==> config.mk <==
export PLATFORM = sky130hd
export DESIGN_NAME = audio_stream_ctrl
export DESIGN_NICKNAME = d
export VERILOG_FILES = /design/src/rtl/audio_pkg.sv /design/src/rtl/audio_stream_ctrl_sat_counter.sv /design/src/rtl/audio_stream_ctrl.sv
export SDC_FILE = /design/constraint.sdc
export NUM_CORES = 1
export LEC_CHECK = 0
export CORE_ASPECT_RATIO = 1.2
export CORE_UTILIZATION = 35
export CTS_BUF_LIST = sky130_fd_sc_hd__clkbuf_8
export CTS_CLUSTER_SIZE = 20
export DETAILED_ROUTE_END_ITERATION = 6
export PLACE_DENSITY = 0.72
export SLEW_MARGIN = 10
export SYNTH_ARGS = -nofsm -noshare
export SYNTH_HDL_FRONTEND = slang
export SYNTH_SLANG_ARGS = --single-unit
==> constraint.sdc <==
create_clock -name clk -period 1.71 [get_ports clk]
set_input_delay 0.342 -clock clk [delete_from_list [all_inputs] [get_ports clk]]
set_output_delay 0.342 -clock clk [all_outputs]
set_load 0.05 [all_outputs]
==> src/rtl/audio_pkg.sv <==
// Shared constants for the audio stream controller: FSM states, source selects
// and the default per-channel sample width.
package audio_pkg;

    localparam int unsigned AUDIO_BW = 24;

    typedef enum logic [1:0] {
        ST_IDLE    = 2'd0,
        ST_PREFILL = 2'd1,
        ST_RUN     = 2'd2,
        ST_DRAIN   = 2'd3
    } state_t;

    localparam logic [1:0] SEL_SILENCE = 2'd0;
    localparam logic [1:0] SEL_SRC0    = 2'd1;
    localparam logic [1:0] SEL_SRC1    = 2'd2;

endpackage

==> src/rtl/audio_stream_ctrl_sat_counter.sv <==
// Saturating up-counter with synchronous clear; holds at all-ones.
module sat_counter #(
    parameter int unsigned W = 16
) (
    input  logic         clk,
    input  logic         rst,
    input  logic         clr,
    input  logic         inc,
    output logic [W-1:0] cnt
);

    always_ff @(posedge clk) begin
        if (rst || clr) begin
            cnt <= '0;
        end else if (inc && (cnt != {W{1'b1}})) begin
            cnt <= cnt + W'(1);
        end
    end

endmodule

==> src/rtl/audio_stream_ctrl.sv <==
// Feeds the I2S sample FIFO from a mono source, a stereo source or silence,
// with prefill before enabling playback, clean drain on stop and underrun counting.
module audio_stream_ctrl
    import audio_pkg::*;
#(
    parameter int unsigned BW      = AUDIO_BW,
    parameter int unsigned LGFLEN  = 4,
    parameter int unsigned PREFILL = 8,
    parameter int unsigned CNTW    = 16
) (
    input  logic              clk,
    input  logic              rst,
    input  logic              cfg_en,
    input  logic [1:0]        cfg_sel,
    input  logic [BW-1:0]     src0_data,
    input  logic              src0_valid,
    output logic              src0_ready,
    input  logic [2*BW-1:0]   src1_data,
    input  logic              src1_valid,
    output logic              src1_ready,
    output logic [2*BW-1:0]   fifo_wr_data,
    output logic              fifo_wr,
    input  logic              fifo_full,
    input  logic              fifo_empty,
    input  logic [LGFLEN:0]   fifo_fill,
    input  logic              fifo_rd,
    output logic              i2s_run,
    output logic              busy,
    output logic              underrun,
    output logic [CNTW-1:0]   underrun_cnt
);

    localparam int unsigned DW = 2 * BW;
    localparam int unsigned FW = LGFLEN + 1;
    localparam logic [FW-1:0] PREFILL_LVL = FW'(PREFILL);

    state_t        state;
    logic [1:0]    active_sel;
    logic          out_valid;
    logic [DW-1:0] out_data;
    logic [DW-1:0] load_data;

    logic streaming;
    logic reg_free;
    logic hs0;
    logic hs1;
    logic silence;
    logic load;
    logic start;
    logic ur_event;

    // Output register is free when empty or when its sample is being accepted now
    assign streaming = (state == ST_PREFILL) || (state == ST_RUN);
    assign reg_free  = !out_valid || !fifo_full;
    assign silence   = (active_sel != SEL_SRC0) && (active_sel != SEL_SRC1);

    assign src0_ready = streaming && (active_sel == SEL_SRC0) && reg_free;
    assign src1_ready = streaming && (active_sel == SEL_SRC1) && reg_free;
    assign hs0        = src0_valid && src0_ready;
    assign hs1        = src1_valid && src1_ready;
    assign load       = streaming && reg_free && (hs0 || hs1 || silence);

    assign start    = (state == ST_IDLE) && cfg_en;
    assign ur_event = (state == ST_RUN) && fifo_rd && fifo_empty;

    assign fifo_wr      = out_valid;
    assign fifo_wr_data = out_data;

    always_comb begin
        load_data = '0;
        if (active_sel == SEL_SRC0) begin
            load_data = {src0_data, src0_data};
        end else if (active_sel == SEL_SRC1) begin
            load_data = src1_data;
        end
    end

    always_ff @(posedge clk) begin
        if (rst) begin
            state      <= ST_IDLE;
            active_sel <= SEL_SILENCE;
            out_valid  <= 1'b0;
            out_data   <= '0;
            i2s_run    <= 1'b0;
            busy       <= 1'b0;
            underrun   <= 1'b0;
        end else begin
            if (load) begin
                out_valid <= 1'b1;
                out_data  <= load_data;
            end else if (out_valid && !fifo_full) begin
                out_valid <= 1'b0;
            end

            // Select only changes between samples so a stereo word is never torn
            if (streaming && !hs0 && !hs1) begin
                active_sel <= cfg_sel;
            end

            if (ur_event) begin
                underrun <= 1'b1;
            end

            case (state)
                ST_IDLE: begin
                    if (cfg_en) begin
                        state      <= ST_PREFILL;
                        busy       <= 1'b1;
                        active_sel <= cfg_sel;
                        underrun   <= 1'b0;
                    end
                end
                ST_PREFILL: begin
                    if (!cfg_en) begin
                        state   <= ST_DRAIN;
                        i2s_run <= 1'b1;
                    end else if (fifo_fill >= PREFILL_LVL) begin
                        state   <= ST_RUN;
                        i2s_run <= 1'b1;
                    end
                end
                ST_RUN: begin
                    if (!cfg_en) begin
                        state <= ST_DRAIN;
                    end
                end
                ST_DRAIN: begin
                    if (fifo_empty && !out_valid) begin
                        state   <= ST_IDLE;
                        i2s_run <= 1'b0;
                        busy    <= 1'b0;
                    end
                end
                default: begin
                    state <= ST_IDLE;
                end
            endcase
        end
    end

    sat_counter #(
        .W (CNTW)
    ) u_underrun_cnt (
        .clk (clk),
        .rst (rst),
        .clr (start),
        .inc (ur_event),
        .cnt (underrun_cnt)
    );

endmodule
After elaboration in Yosys (flattened, before gate mapping)
Index checks and enable logic that the tools add are counted.
{"block": "word_totals", "output_inout_bits": 70, "register_bits": 72}
{"block": "classes", "add_sub_neg": 1, "magnitude_cmp": 1, "reduce_logical": 33, "n_eq_ne": 12, "n_mux": 22}
{"op": "$mux 48", "count": 2}
{"op": "$logic_and 1x1->1", "count": 17}
{"op": "$add 16x1->16 const B", "count": 1}
{"op": "$mux 2", "count": 8}
{"op": "$ne 16x16->1 const B", "count": 1}
{"op": "$mux 1", "count": 9}
{"op": "$ne 2x2->1 const B", "count": 4}
{"op": "$pmux 2 s4", "count": 1}
{"op": "$eq 2x2->1 const B", "count": 3}
{"op": "$reduce_and 3->1", "count": 2}
{"op": "$reduce_bool 2->1", "count": 3}
{"op": "$ge 5x4->1 const B", "count": 1}
{"op": "$logic_or 1x1->1", "count": 5}
{"op": "$eq 2x1->1 const B", "count": 2}
{"op": "$logic_not 1->1", "count": 4}
{"op": "$pmux 1 s2", "count": 2}
{"op": "$reduce_and 4->1", "count": 1}
{"op": "$ne 3x2->1 const B", "count": 1}
{"op": "$logic_not 2->1", "count": 1}
{"op": "$ne 2x1->1 const B", "count": 1}

Depth between registers and ports, before layout
Gate-level depths: netlist (run 1).
{"block": "logic_depth", "ltp_word": 11, "depth_mapped": 10}

Cells and area by module
Synthesis (run 1) repeated with hierarchy kept, for this count alone.
{"block": "unflattened", "hier_cells": 382, "area_unflattened_um2": 3549.7}
{"module": "audio_stream_ctrl", "n_inst": 1, "cells_per_inst": 287, "area_each_um2": 2702.6}
{"module": "sat_counter", "n_inst": 1, "cells_per_inst": 95, "area_each_um2": 847.1}

Worst setup path after synthesis (run 1)
No wires, ideal clock.
{"block": "synth_path", "kind": "flip-flop to output port", "start": "register active_sel[1]", "end": "output port src0_ready", "t_required_ns": 1.368, "arrival_ns": 1.622, "path_stages_with_launch": 7, "setup_slack_ns": -0.254, "path_cell_list": "dfxtp_1 inv_1 ha_1 clkbuf_1 buf_2 buf_1 and3_1"}
{"block": "synth_via", "elab_chain_cells": 3}
{"element": "from (decl)", "line_no": "audio_stream_ctrl.sv:38", "text": "logic [1:0] active_sel;"}
{"element": "from (signal assigned)", "line_no": "audio_stream_ctrl.sv:97", "text": "active_sel <= cfg_sel;"}
{"element": "from (signal assigned)", "line_no": "audio_stream_ctrl.sv:109", "text": "active_sel <= cfg_sel;"}
{"element": "$eq 2x1->1", "line_no": "audio_stream_ctrl.sv:57", "text": "assign src0_ready = streaming && (active_sel == SEL_SRC0) && reg_free;"}
{"element": "$logic_and 1x1->1 (2 in a row)", "line_no": "audio_stream_ctrl.sv:57"}
{"element": "to (decl)", "line_no": "audio_stream_ctrl.sv:17", "text": "output logic src0_ready,"}
Every way passes these cells.

Final worst setup path (run 1)
{"block": "layout_path", "start": "register state[0]", "end": "output port src1_ready"}
{"block": "layout_via", "elab_chain_cells": 4, "elab_cells_between_ends": 5, "classes_between": "eq/ne: 2; reduce/logical: 3"}
{"element": "from (decl)", "line_no": "audio_stream_ctrl.sv:37", "text": "state_t state;"}
{"element": "from (signal assigned)", "line_no": "audio_stream_ctrl.sv:80", "text": "state <= ST_IDLE;"}
{"element": "from (signal assigned)", "line_no": "audio_stream_ctrl.sv:107", "text": "state <= ST_PREFILL;"}
{"element": "from (signal assigned)", "line_no": "audio_stream_ctrl.sv:115", "text": "state <= ST_DRAIN;"}
{"element": "$eq 2x1->1 / $eq 2x2->1 (equally long branches)", "line_no": "audio_stream_ctrl.sv:53", "text": "assign streaming = (state == ST_PREFILL) || (state == ST_RUN);"}
{"element": "$logic_or 1x1->1 *", "line_no": "audio_stream_ctrl.sv:53"}
{"element": "$logic_and 1x1->1 * (2 in a row)", "line_no": "audio_stream_ctrl.sv:58", "text": "assign src1_ready = streaming && (active_sel == SEL_SRC1) && reg_free;"}
{"element": "to (decl)", "line_no": "audio_stream_ctrl.sv:20", "text": "output logic src1_ready,"}
Mark *: on every way between the ends. The rest lies on a longest branch, timed or not.

==> flow_summary.toml, run 1 <==
[status]
violations = "setup timing"
status = "finished, violations left"

[cells_and_area]
final_cell_mix = "buf_4, clkdlybuf4s50_1, dfxtp_1"
drive_above_1_share_pct = 36.9
multi_input_area_mm2 = 0.00199
regArea_mm2 = 0.00147
antenna_cells = 0
syn_to_final_growth_pct = 61.5
layout.nets = 637
layout_commonest_cell = "buf_4"
filler_cell_count = 827

[floorplanning]
coreArea_mm2 = 0.00961
dieArea_mm2 = 0.0104
start_util_pct = 36.3
io_pins = 157
rows = 39
die_w_um = 93.2
die_y_um = 111

[power_and_ir_drop]
leakagePower_nw = 2.11
fin_total_pwr_mw = 9.73
vdd_drop_max_mv = 0.752
powerDensity_mw_per_mm2 = 1720

[worst_hold_path]
whs_path_depth = 2
hold_path.class = "primary input to flip-flop"

[timing]
slew_headroom_pct = 67.2
period_needed_ns = 1.78
finalMaxSlewViolations = 0
rsz0062_at_grt = "yes"
finalClockSkew_ns = 0.0127
hold_viol_final = 0
timing.fmax_ghz = 0.562
tightest_slew_ns = 0.487
post-route-period-util_pct = 104
postLayoutSetupSlackWorst_ns = -0.0690
setup_violations = 6

[global_routing]
gr-total-overflow = 0
grt_antenna_before_repair = 0
grt_max_degree = 49
grt_pass1_wl_mm = 16.2
grt_pass1_vias = 3469
track_usage_pct = 19.7

[synth]
synth_nets = 467
synth.distinct_cells = 50
synth-edff-count = 0
synth_ff_type = "dfxtp_1"
ys_warn_count = 0
syn_area_mm2 = 0.00349
syn_avg_cell_area_um2 = 9.37
ys_seq_area_share_pct = 41.3
syn_inst = 373
async_reset_ff_share_pct = 0
ys_ff_latch = 72

[drt]
drt-pass1-iter-count = 4
drt-total-wl_mm = 10.9
viasPerCell = 5.41
vias = 3630
drt_iter0_markers = 134
ant_nets = 0
drc = 0
wl_per_cell_um = 16.2

[place]
place.gp.congestion = 0.822
post-place-ws_ns = -0.198
port_buffers = 153
dp_hpwl_mm = 7.77

[flow_run]
maxCapViolCount = 0

[setup_path]
critPathMaxFanout = 5
start_kind = "flip-flop"
cp.required_ns = 1.37
slowest_stage = "dfxtp_2"
cp-end-kind = "output pin"
crit_arrival_ns = 1.44
path_cells = "inv_2, buf_6, ha_4, and3_4, buf_12"
ff2ff_path_depth = 8
path_class = "flip-flop to output pin"
slowest_delay_ns = 0.33

[cts]
cts_root_buf = "clkbuf_8"
h-tree-depth = 3
cts_tree = "done"
clk_latency_ns = 0.35
numCtsBuffers = 9
cts.sink_count = 72
clkSlewWorstSetupHoldPaths_ns = 0.06
holdBufCountCts = 0
clockBufferDepth = 2
-- registers in the layout, indices dropped and copies added (netlist names) --
| register | cells |
|---|---|
| u_underrun_cnt.cnt | 16 |
| fifo_wr_data | 48 |
| state | 2 |
| i2s_run | 1 |
| fifo_wr | 1 |
| underrun | 1 |
| busy | 1 |
| active_sel | 2 |
-- what timing repair did --
item,CTS,global route
buffers inserted,2,5
gates resized for setup,6,24
gates cloned,0,4
endpoints found under the setup margin,46,54
pin swaps,1,20
-- metrics by stage --
| stage | hold slack, ns | utilization (%) | instance area [um2] | std cells | TNS (ns) |
|---|---|---|---|---|---|
| 5_1_grt | 0.342 | 58.7 | 5640 | 671 | -2.50 |
| 4_1_cts | 0.320 | 56.5 | 5430 | 662 | -0.171 |
| 3_3_place_gp | 0.458 | 53.8 | 5170 | 644 | -3.35 |
| 2_1_floorplan | 0.487 | - | 3530 | 373 | 0 |
| 6_report | 0.330 | 58.7 | 5640 | 671 | -0.147 |
| 3_5_place_dp | 0.465 | 53.8 | 5170 | 644 | -5.52 |
-- layer usage --
metal,global-route usage [%],up-vias,part of all wire (%)
met5,0,-,0
met4,7.59,0,1.4
met3,4.37,11,7.0
met2,35.2,124,50
met1,22.3,1712,41
li1,-,1783,-
-- cell type report --
class | count | area share (%)
multi-input combinational | 265 | 35.2
timing repair buffer | 188 | 31.7
sequential | 72 | 26.1
clock buffer | 12 | 2.93
tap | 123 | 2.73
clock inverter | 4 | 0.909
inverter | 7 | 0.466
-- cell usage after synthesis (2+ instances only) --
| master | instances | share of area [%] |
|---|---|---|
| a211oi_1 | 24 | 5.2 |
| a211oi_2 | 29 | 10 |
| a21o_1 | 2 | 0.43 |
| a21oi_1 | 16 | 2.3 |
| a22oi_1 | 49 | 11 |
| a31oi_1 | 2 | 0.36 |
| and2_1 | 3 | 0.54 |
| and3_1 | 4 | 0.72 |
| and4_1 | 3 | 0.75 |
| buf_1 | 2 | 0.21 |
| buf_2 | 10 | 1.4 |
| buf_6 | 4 | 1.3 |
| clkbuf_1 | 13 | 1.4 |
| dfxtp_1 | 72 | 41 |
| ha_1 | 7 | 2.5 |
| inv_1 | 7 | 0.75 |
| nand2_1 | 10 | 1.1 |
| nand2b_1 | 2 | 0.36 |
| nand3_1 | 5 | 0.72 |
| nand4_1 | 6 | 1.1 |
| nor2_1 | 55 | 5.9 |
| nor3_1 | 2 | 0.29 |
| o211ai_1 | 3 | 0.64 |
| o21ai_0 | 6 | 0.86 |
| o311ai_0 | 2 | 0.50 |
| o31ai_1 | 5 | 1.1 |
| or3_1 | 5 | 0.90 |
| or4_1 | 3 | 0.64 |
-- power breakdown --
group | switching [mW] | internal [mW] | leakage (nW)
combinational | 3.49 | 2.54 | 1.40
sequential | 0.204 | 2.06 | 0.599
clock | 0.639 | 0.793 | 0.109
-- critical path: cells and delay by family, from the launching register on --
kind,cells,cell delay (ns)
adders and majority gates,1,0.28
buffers and inverters,3,0.28
DFF,1,0.33
and+or+nand+nor,1,0.19
-- cell families (layout without fill, tap and decap cells) --
logic type | count (synthesis) | count (layout) | synth area share, %
DFF | 72 | 72 | 41.3
and+or+nand+nor | 107 | 107 | 15.9
adders and majority gates | 7 | 7 | 2.51
AOI/OAI and AO/OA | 151 | 151 | 35.3
buffers and inverters | 36 | 211 | 5.09
-- path summary, 6_finish.rpt --
path | slack (ns) | from | to
max | -0.07 | state[0]$_SDFFE_PP0P_ | src1_ready
min | 0.33 | rst | fifo_wr_data[10]$_SDFFE_PP0P_
max reg2reg | -0.01 | state[0]$_SDFFE_PP0P_ | fifo_wr_data[8]$_SDFFE_PP0P_
min reg2reg | 0.48 | u_underrun_cnt.cnt[14]$_SDFFE_PP0P_ | u_underrun_cnt.cnt[14]$_SDFFE_PP0P_
Note: power is estimated with default switching activity, not from simulation.
==> inputs of run 2 (changes only) <==
--- a/config.mk
+++ b/config.mk
@@ -6,12 +6,13 @@
 export NUM_CORES = 1
 export LEC_CHECK = 0
 export CORE_ASPECT_RATIO = 1.2
-export CORE_UTILIZATION = 35
+export CORE_UTILIZATION = 39
 export CTS_BUF_LIST = sky130_fd_sc_hd__clkbuf_8
 export CTS_CLUSTER_SIZE = 20
 export DETAILED_ROUTE_END_ITERATION = 6
-export PLACE_DENSITY = 0.72
+export PLACE_DENSITY = 0.78
 export SLEW_MARGIN = 10
 export SYNTH_ARGS = -nofsm -noshare
 export SYNTH_HDL_FRONTEND = slang
+export SYNTH_HIERARCHICAL = 1
 export SYNTH_SLANG_ARGS = --single-unit
==> run 2 against run 1 <==
The flow still finishes with violations (setup timing). Critical path depth stayed put. Clock skew is 0.0053 ns lower. Clock power is 4% lower.
==> flow_summary.toml, run 2 <==
[status]
status = "finished, violations left"
violations = "setup timing"

[synth]
syn_inst = 382
syn_avg_cell_area_um2 = 9.29
syn_area_mm2 = 0.00355
ys_warn_count = 6
synth_area_leader_cell = "dfxtp_1"
yosys-top-cells-area = "dfxtp_1, a22oi_1, a21oi_1"
synth.distinct_cells = 48
ys_ff_latch = 72
synth-edff-count = 0
synth_top_area_share_pct = 40.6
synth_top_cells_by_count = "dfxtp_1, a21oi_1, a22oi_1"
synth_ff_type = "dfxtp_1"
synth_nets = 476
yosysMostFrequentCell = "dfxtp_1"
async_reset_ff_share_pct = 0
ys_seq_area_share_pct = 40.6

[drt]
wl_per_cell_um = 18.3
drt_iter0_markers = 262
drt-pass1-iter-count = 6
drt-total-wl_mm = 12.7
viasPerCell = 5.80
vias = 4017
drc = 0
ant_nets = 0

[global_routing]
grt_antenna_before_repair = 0
gr-total-overflow = 0
grt_max_degree = 42
grt_pass1_vias = 3934
grt_pass1_wl_mm = 18.9
track_usage_pct = 25.4

[cts]
cts_tree = "done"
cts_root_buf = "clkbuf_8"
numCtsBuffers = 9
clkSlewWorstSetupHoldPaths_ns = 0.08
h-tree-depth = 3
cts.sink_count = 72
clk_latency_ns = 0.36
holdBufCountCts = 0
clockBufferDepth = 2

[setup_path]
path_cells = "inv_4, ha_4, a21boi_4, and2_4, buf_12"
cpLargestDelayFamily = "flip-flops"
slowest_delay_ns = 0.36
path_buf_inv = 2
slowest_stage = "dfxtp_2"
crit_arrival_ns = 1.54
path_class = "flip-flop to output pin"
cp-end-kind = "output pin"
cp.required_ns = 1.37
critPathMaxFanout = 4
start_kind = "flip-flop"

[place]
port_buffers = 153
dp_hpwl_mm = 8.58
place.gp.congestion = 0.844
post-place-ws_ns = -0.323

[cells_and_area]
layout.nets = 665
syn_to_final_growth_pct = 66.0
largest_register_ffs = 48
antenna_cells = 0
filler_cell_count = 693
layout_commonest_cell = "buf_4"
final_cell_mix = "buf_4, clkdlybuf4s50_1, a21oi_1"
drive_above_1_share_pct = 38.5

[floorplanning]
coreArea_mm2 = 0.00870
rows = 37
start_util_pct = 40.8
die_y_um = 107
io_pins = 157
dieArea_mm2 = 0.00949
die_w_um = 89.1

[flow_run]
maxCapViolCount = 0

[worst_hold_path]
hold_path.class = "primary input to flip-flop"

[power_and_ir_drop]
leakagePower_nw = 2.31
vdd_drop_max_mv = 1.03
fin_total_pwr_mw = 10.2
powerDensity_mw_per_mm2 = 1730

[timing]
period_needed_ns = 1.89
slew_headroom_pct = 71.3
post-route-period-util_pct = 110
tns_ns = -1.04
finalClockSkew_ns = 0.00747
finalMaxSlewViolations = 0
holdWs_ns = 0.269
tightest_slew_ns = 0.430
postLayoutSetupSlackWorst_ns = -0.177
hold_viol_final = 0
setup_violations = 30
rsz0062_at_grt = "yes"
timing.fmax_ghz = 0.530
run 2: cell types whose count changed after synthesis, sizes merged, moves of 3 or more:
cell	delta
a211oi	-3
a21oi	+44
a41o	+4
buf	-5
clkbuf	+11
mux2i	+3
nand2	+6
nor2	-47
run 2: stage by stage:
step	utilization, %	cell area, um2	instances
global placement	61.2	5330	657
CTS	64.6	5620	680
global route	67.7	5890	693
detailed placement	61.2	5330	657
finish	67.7	5890	693
floorplan	-	3610	382
run 2: final timing paths:
check                           start                            endpoint  slack (ns)  depth (start not counted)
max             state[0]$_SDFFE_PP0P_                          src0_ready       -0.18                          5
max reg2reg     state[1]$_SDFFE_PP0P_  u_underrun_cnt/cnt[8]$_SDFFE_PP0P_       -0.12                          9
min                               rst                   busy$_SDFFE_PP0P_        0.27                          2
min reg2reg  active_sel[1]$_SDFF_PP0_            active_sel[1]$_SDFF_PP0_        0.49                          2
run 2: logic make-up (layout without fill, tap and decap cells):
| group | Yosys count | count (layout) | synth area share, % |
|---|---|---|---|
| flops | 72 | 72 | 40.6 |
| fa+ha+maj | 7 | 7 | 2.47 |
| mux | 4 | 4 | 1.16 |
| compound gates | 187 | 187 | 38.4 |
| buf+inv | 44 | 238 | 5.60 |
| xor+xnor | 3 | 3 | 0.740 |
| simple gates | 65 | 65 | 11.1 |
run 2: metal layers:
| metal | part of all wire (%) | GRT usage, % |
|---|---|---|
| met1 | 37 | 28.2 |
| met4 | 2.7 | 9.41 |
| met2 | 52 | 44.1 |
| met3 | 7.6 | 8.46 |
| met5 | 0 | 0 |
run 2: layout make-up:
cell class | instances | area, um2 | area share (%)
Clock inverter | 6 | 58.8 | 0.998
Inverter | 9 | 36.3 | 0.616
Sequential cell | 72 | 1480 | 25.1
Timing Repair Buffer | 213 | 1970 | 33.4
Tap cell | 117 | 146 | 2.48
Multi-Input combinational cell | 266 | 2070 | 35.1
Clock buffer | 10 | 138 | 2.34
run 2: where the power goes:
group | leakage [nW] | total, mW | switching (mW) | internal (mW)
registers | 0.601 | 2.29 | 0.231 | 2.06
clock network | 0.106 | 1.37 | 0.666 | 0.706
logic | 1.60 | 6.55 | 3.76 | 2.79
run 2: what timing repair did:
item / CTS / global route
endpoints found under the setup margin: 57 / 48
endpoints found under the hold margin: 0 / 0
pin swaps: 5 / 15
cloned: 0 / 4
gates resized for setup: 11 / 24
buffers inserted: 7 / 9
==> inputs of run 3 (changes only) <==
==> constraint.sdc (replaced) <==
create_clock -name clk -period 1.71 [get_ports clk]
set_input_delay 0.171 -clock clk [delete_from_list [all_inputs] [get_ports clk]]
set_output_delay 0.171 -clock clk [all_outputs]
set_load 0.05 [all_outputs]
==> run 3 against run 2 <==
The flow still finishes with violations (setup timing). Combinational power is 2% higher. Register-to-register slack better by 0.11 ns. Sequential cell count stayed put. Power is 0.25% lower. Critical path type unchanged. Critical endpoint unchanged.
==> flow_summary.toml, run 3 (synthesis gave the netlist of run 2 again) <==
[power_and_ir_drop]
fin_total_pwr_mw = 10.2
switchingPower_mw = 4.78
combPwrFrac_pct = 65.4
leakagePower_nw = 2.43
swShare_pct = 46.9
pwr-share-seq_pct = 22.7
vdd_drop_max_mv = 1.22
intPower_mw = 5.41
pwr-share-clk_pct = 11.8
powerDensity_mw_per_mm2 = 1730

[setup_path]
start_kind = "flip-flop"
ff2ff_path_depth = 7
cpLargestDelayFamily = "flip-flops"
r2r_start = "state[0]$_SDFFE_PP0P_"
slowest_stage = "dfxtp_4"
rrSetupSlack_ns = -0.01
path_cells = "inv_4, ha_4, a21boi_4, buf_6, and2_4, buf_12"
r2r_end = "u_underrun_cnt/cnt[6]$_SDFFE_PP0P_"
slowest_delay_ns = 0.39
path_buf_inv = 3
path_class = "flip-flop to output pin"
cp-end-kind = "output pin"
critPathMaxFanout = 3
cp.required_ns = 1.54
crit_arrival_ns = 1.62

[drt]
wl_per_cell_um = 18.3
drt_iter0_markers = 235
routed-wl-met2_mm = 6.35
top_layer_used = "met4"
met3WireLength_mm = 1.02
drt-total-wl_mm = 12.3
vias = 3901
drt-pass1-iter-count = 5
ant_nets = 0
viasPerCell = 5.80
met1_length_mm = 4.66
drc = 0

[timing]
postLayoutSetupSlackWorst_ns = -0.0833
timing.fmax_ghz = 0.558
finalMaxSlewViolations = 0
tns_ns = -0.173
hold_viol_final = 0
slew_headroom_pct = 64.3
rsz0062_at_grt = "yes"
finalClockSkew_ns = 0.00711
post-route-period-util_pct = 105
setup_violations = 3
period_needed_ns = 1.79
tightest_slew_ns = 0.535

[cts]
clockBufferDepth = 2
h-tree-depth = 3
cts_tree = "done"
cts.sink_count = 72
numCtsBuffers = 9
cts_root_buf = "clkbuf_8"
clk_latency_ns = 0.35
clkSlewWorstSetupHoldPaths_ns = 0.08
holdBufCountCts = 0

[floorplanning]
io_pins = 157
die_w_um = 89.1
die_y_um = 107
dieArea_mm2 = 0.00949
start_util_pct = 40.8
rows = 37
coreArea_mm2 = 0.00870

[status]
violations = "setup timing"
status = "finished, violations left"

[worst_hold_path]
whs_path_depth = 3
worstHoldStart = "rst"
hold_path.class = "primary input to flip-flop"
hold_end = "u_underrun_cnt/cnt[12]$_SDFFE_PP0P_"

[global_routing]
gr-total-overflow = 0
track_usage_pct = 23.8
grt_pass1_vias = 3595
grt_max_degree = 50
grt_antenna_before_repair = 0
grt_pass1_wl_mm = 17.6

[cells_and_area]
largest_register_ffs = 48
regArea_mm2 = 0.00148
syn_to_final_growth_pct = 66.2
layout.nets = 645
antenna_cells = 0
filler_cell_count = 691
multi_input_area_mm2 = 0.00211
final_cell_mix = "clkdlybuf4s50_1, a21oi_1, dfxtp_1"
layout_commonest_cell = "clkdlybuf4s50_1"
drive_above_1_share_pct = 31.3
fin_area_mm2 = 0.00590

[place]
port_buffers = 153
place_area_mm2 = 0.00529
place.gp.congestion = 0.874
dp_hpwl_mm = 8.25

[flow_run]
maxCapViolCount = 0
==> run 3: area by class of cell <==
cell class | count | share of cell area (%)
multi-input combinational | 266 | 35.8
sequential | 72 | 25.1
inverter | 9 | 0.657
clock inverter | 6 | 0.594
tap | 117 | 2.48
timing repair buffer | 193 | 33.1
clock buffer | 10 | 2.33
==> run 3: worst min-delay path, delay by kind of cell <==
kind / cells / cell delay (ns)
compound gates: 1 / 0.12
simple gates: 1 / 0.10
buf+inv: 1 / 0.14
==> run 3: worst max path at each step <==
stage               cells after the start                            endpoint                startpoint
finish                                  6                          src0_ready     state[1]$_SDFFE_PP0P_
floorplan                               8       fifo_wr_data[10]$_SDFFE_PP0P_  active_sel[1]$_SDFF_PP0_
CTS                                     6                          src0_ready     state[1]$_SDFFE_PP0P_
global placement                        6  u_underrun_cnt/cnt[6]$_SDFFE_PP0P_                fifo_empty
global route                            6                          src0_ready     state[1]$_SDFFE_PP0P_
detailed placement                      6  u_underrun_cnt/cnt[6]$_SDFFE_PP0P_                fifo_empty
==> run 3: timing repair <==
| item | CTS | global route |
|---|---|---|
| setup buffers | 7 | 3 |
| gates resized for setup | 27 | 56 |
| pin swaps | 3 | 16 |
| gates cloned | 0 | 5 |
| endpoints found under the setup margin | 55 | 75 |
==> run 3: stage by stage <==
| stage | util, % | setup WS, ns | cells | hold slack [ns] |
|---|---|---|---|---|
| final | 67.8 | -0.0833 | 673 | 0.220 |
| after global routing | 67.8 | -0.135 | 673 | 0.238 |
| after CTS | 64.0 | -0.0475 | 665 | 0.214 |
| after detailed placement | 60.8 | -0.168 | 642 | 0.477 |
| after global placement | 60.8 | -0.0928 | 642 | 0.471 |
| after floorplan | - | 0.00889 | 382 | 0.313 |
==> run 3: layer usage <==
metal | vias up | global-route usage (%)
met1 | 1870 | 27.2
li1 | 1831 | -
met3 | 23 | 7.38
met2 | 177 | 40.5
met5 | - | 0
met4 | 0 | 9.75
==> run 3: power by group through the flow <==
stage	Sequential (mW)	Combinational (mW)	Clock (mW)
floorplan	3.33	2.87	0
global placement	2.29	5.48	0
detailed placement	2.30	5.60	0
CTS	2.28	5.83	1.21
global route	2.36	7.05	1.31
finish	2.32	6.67	1.20
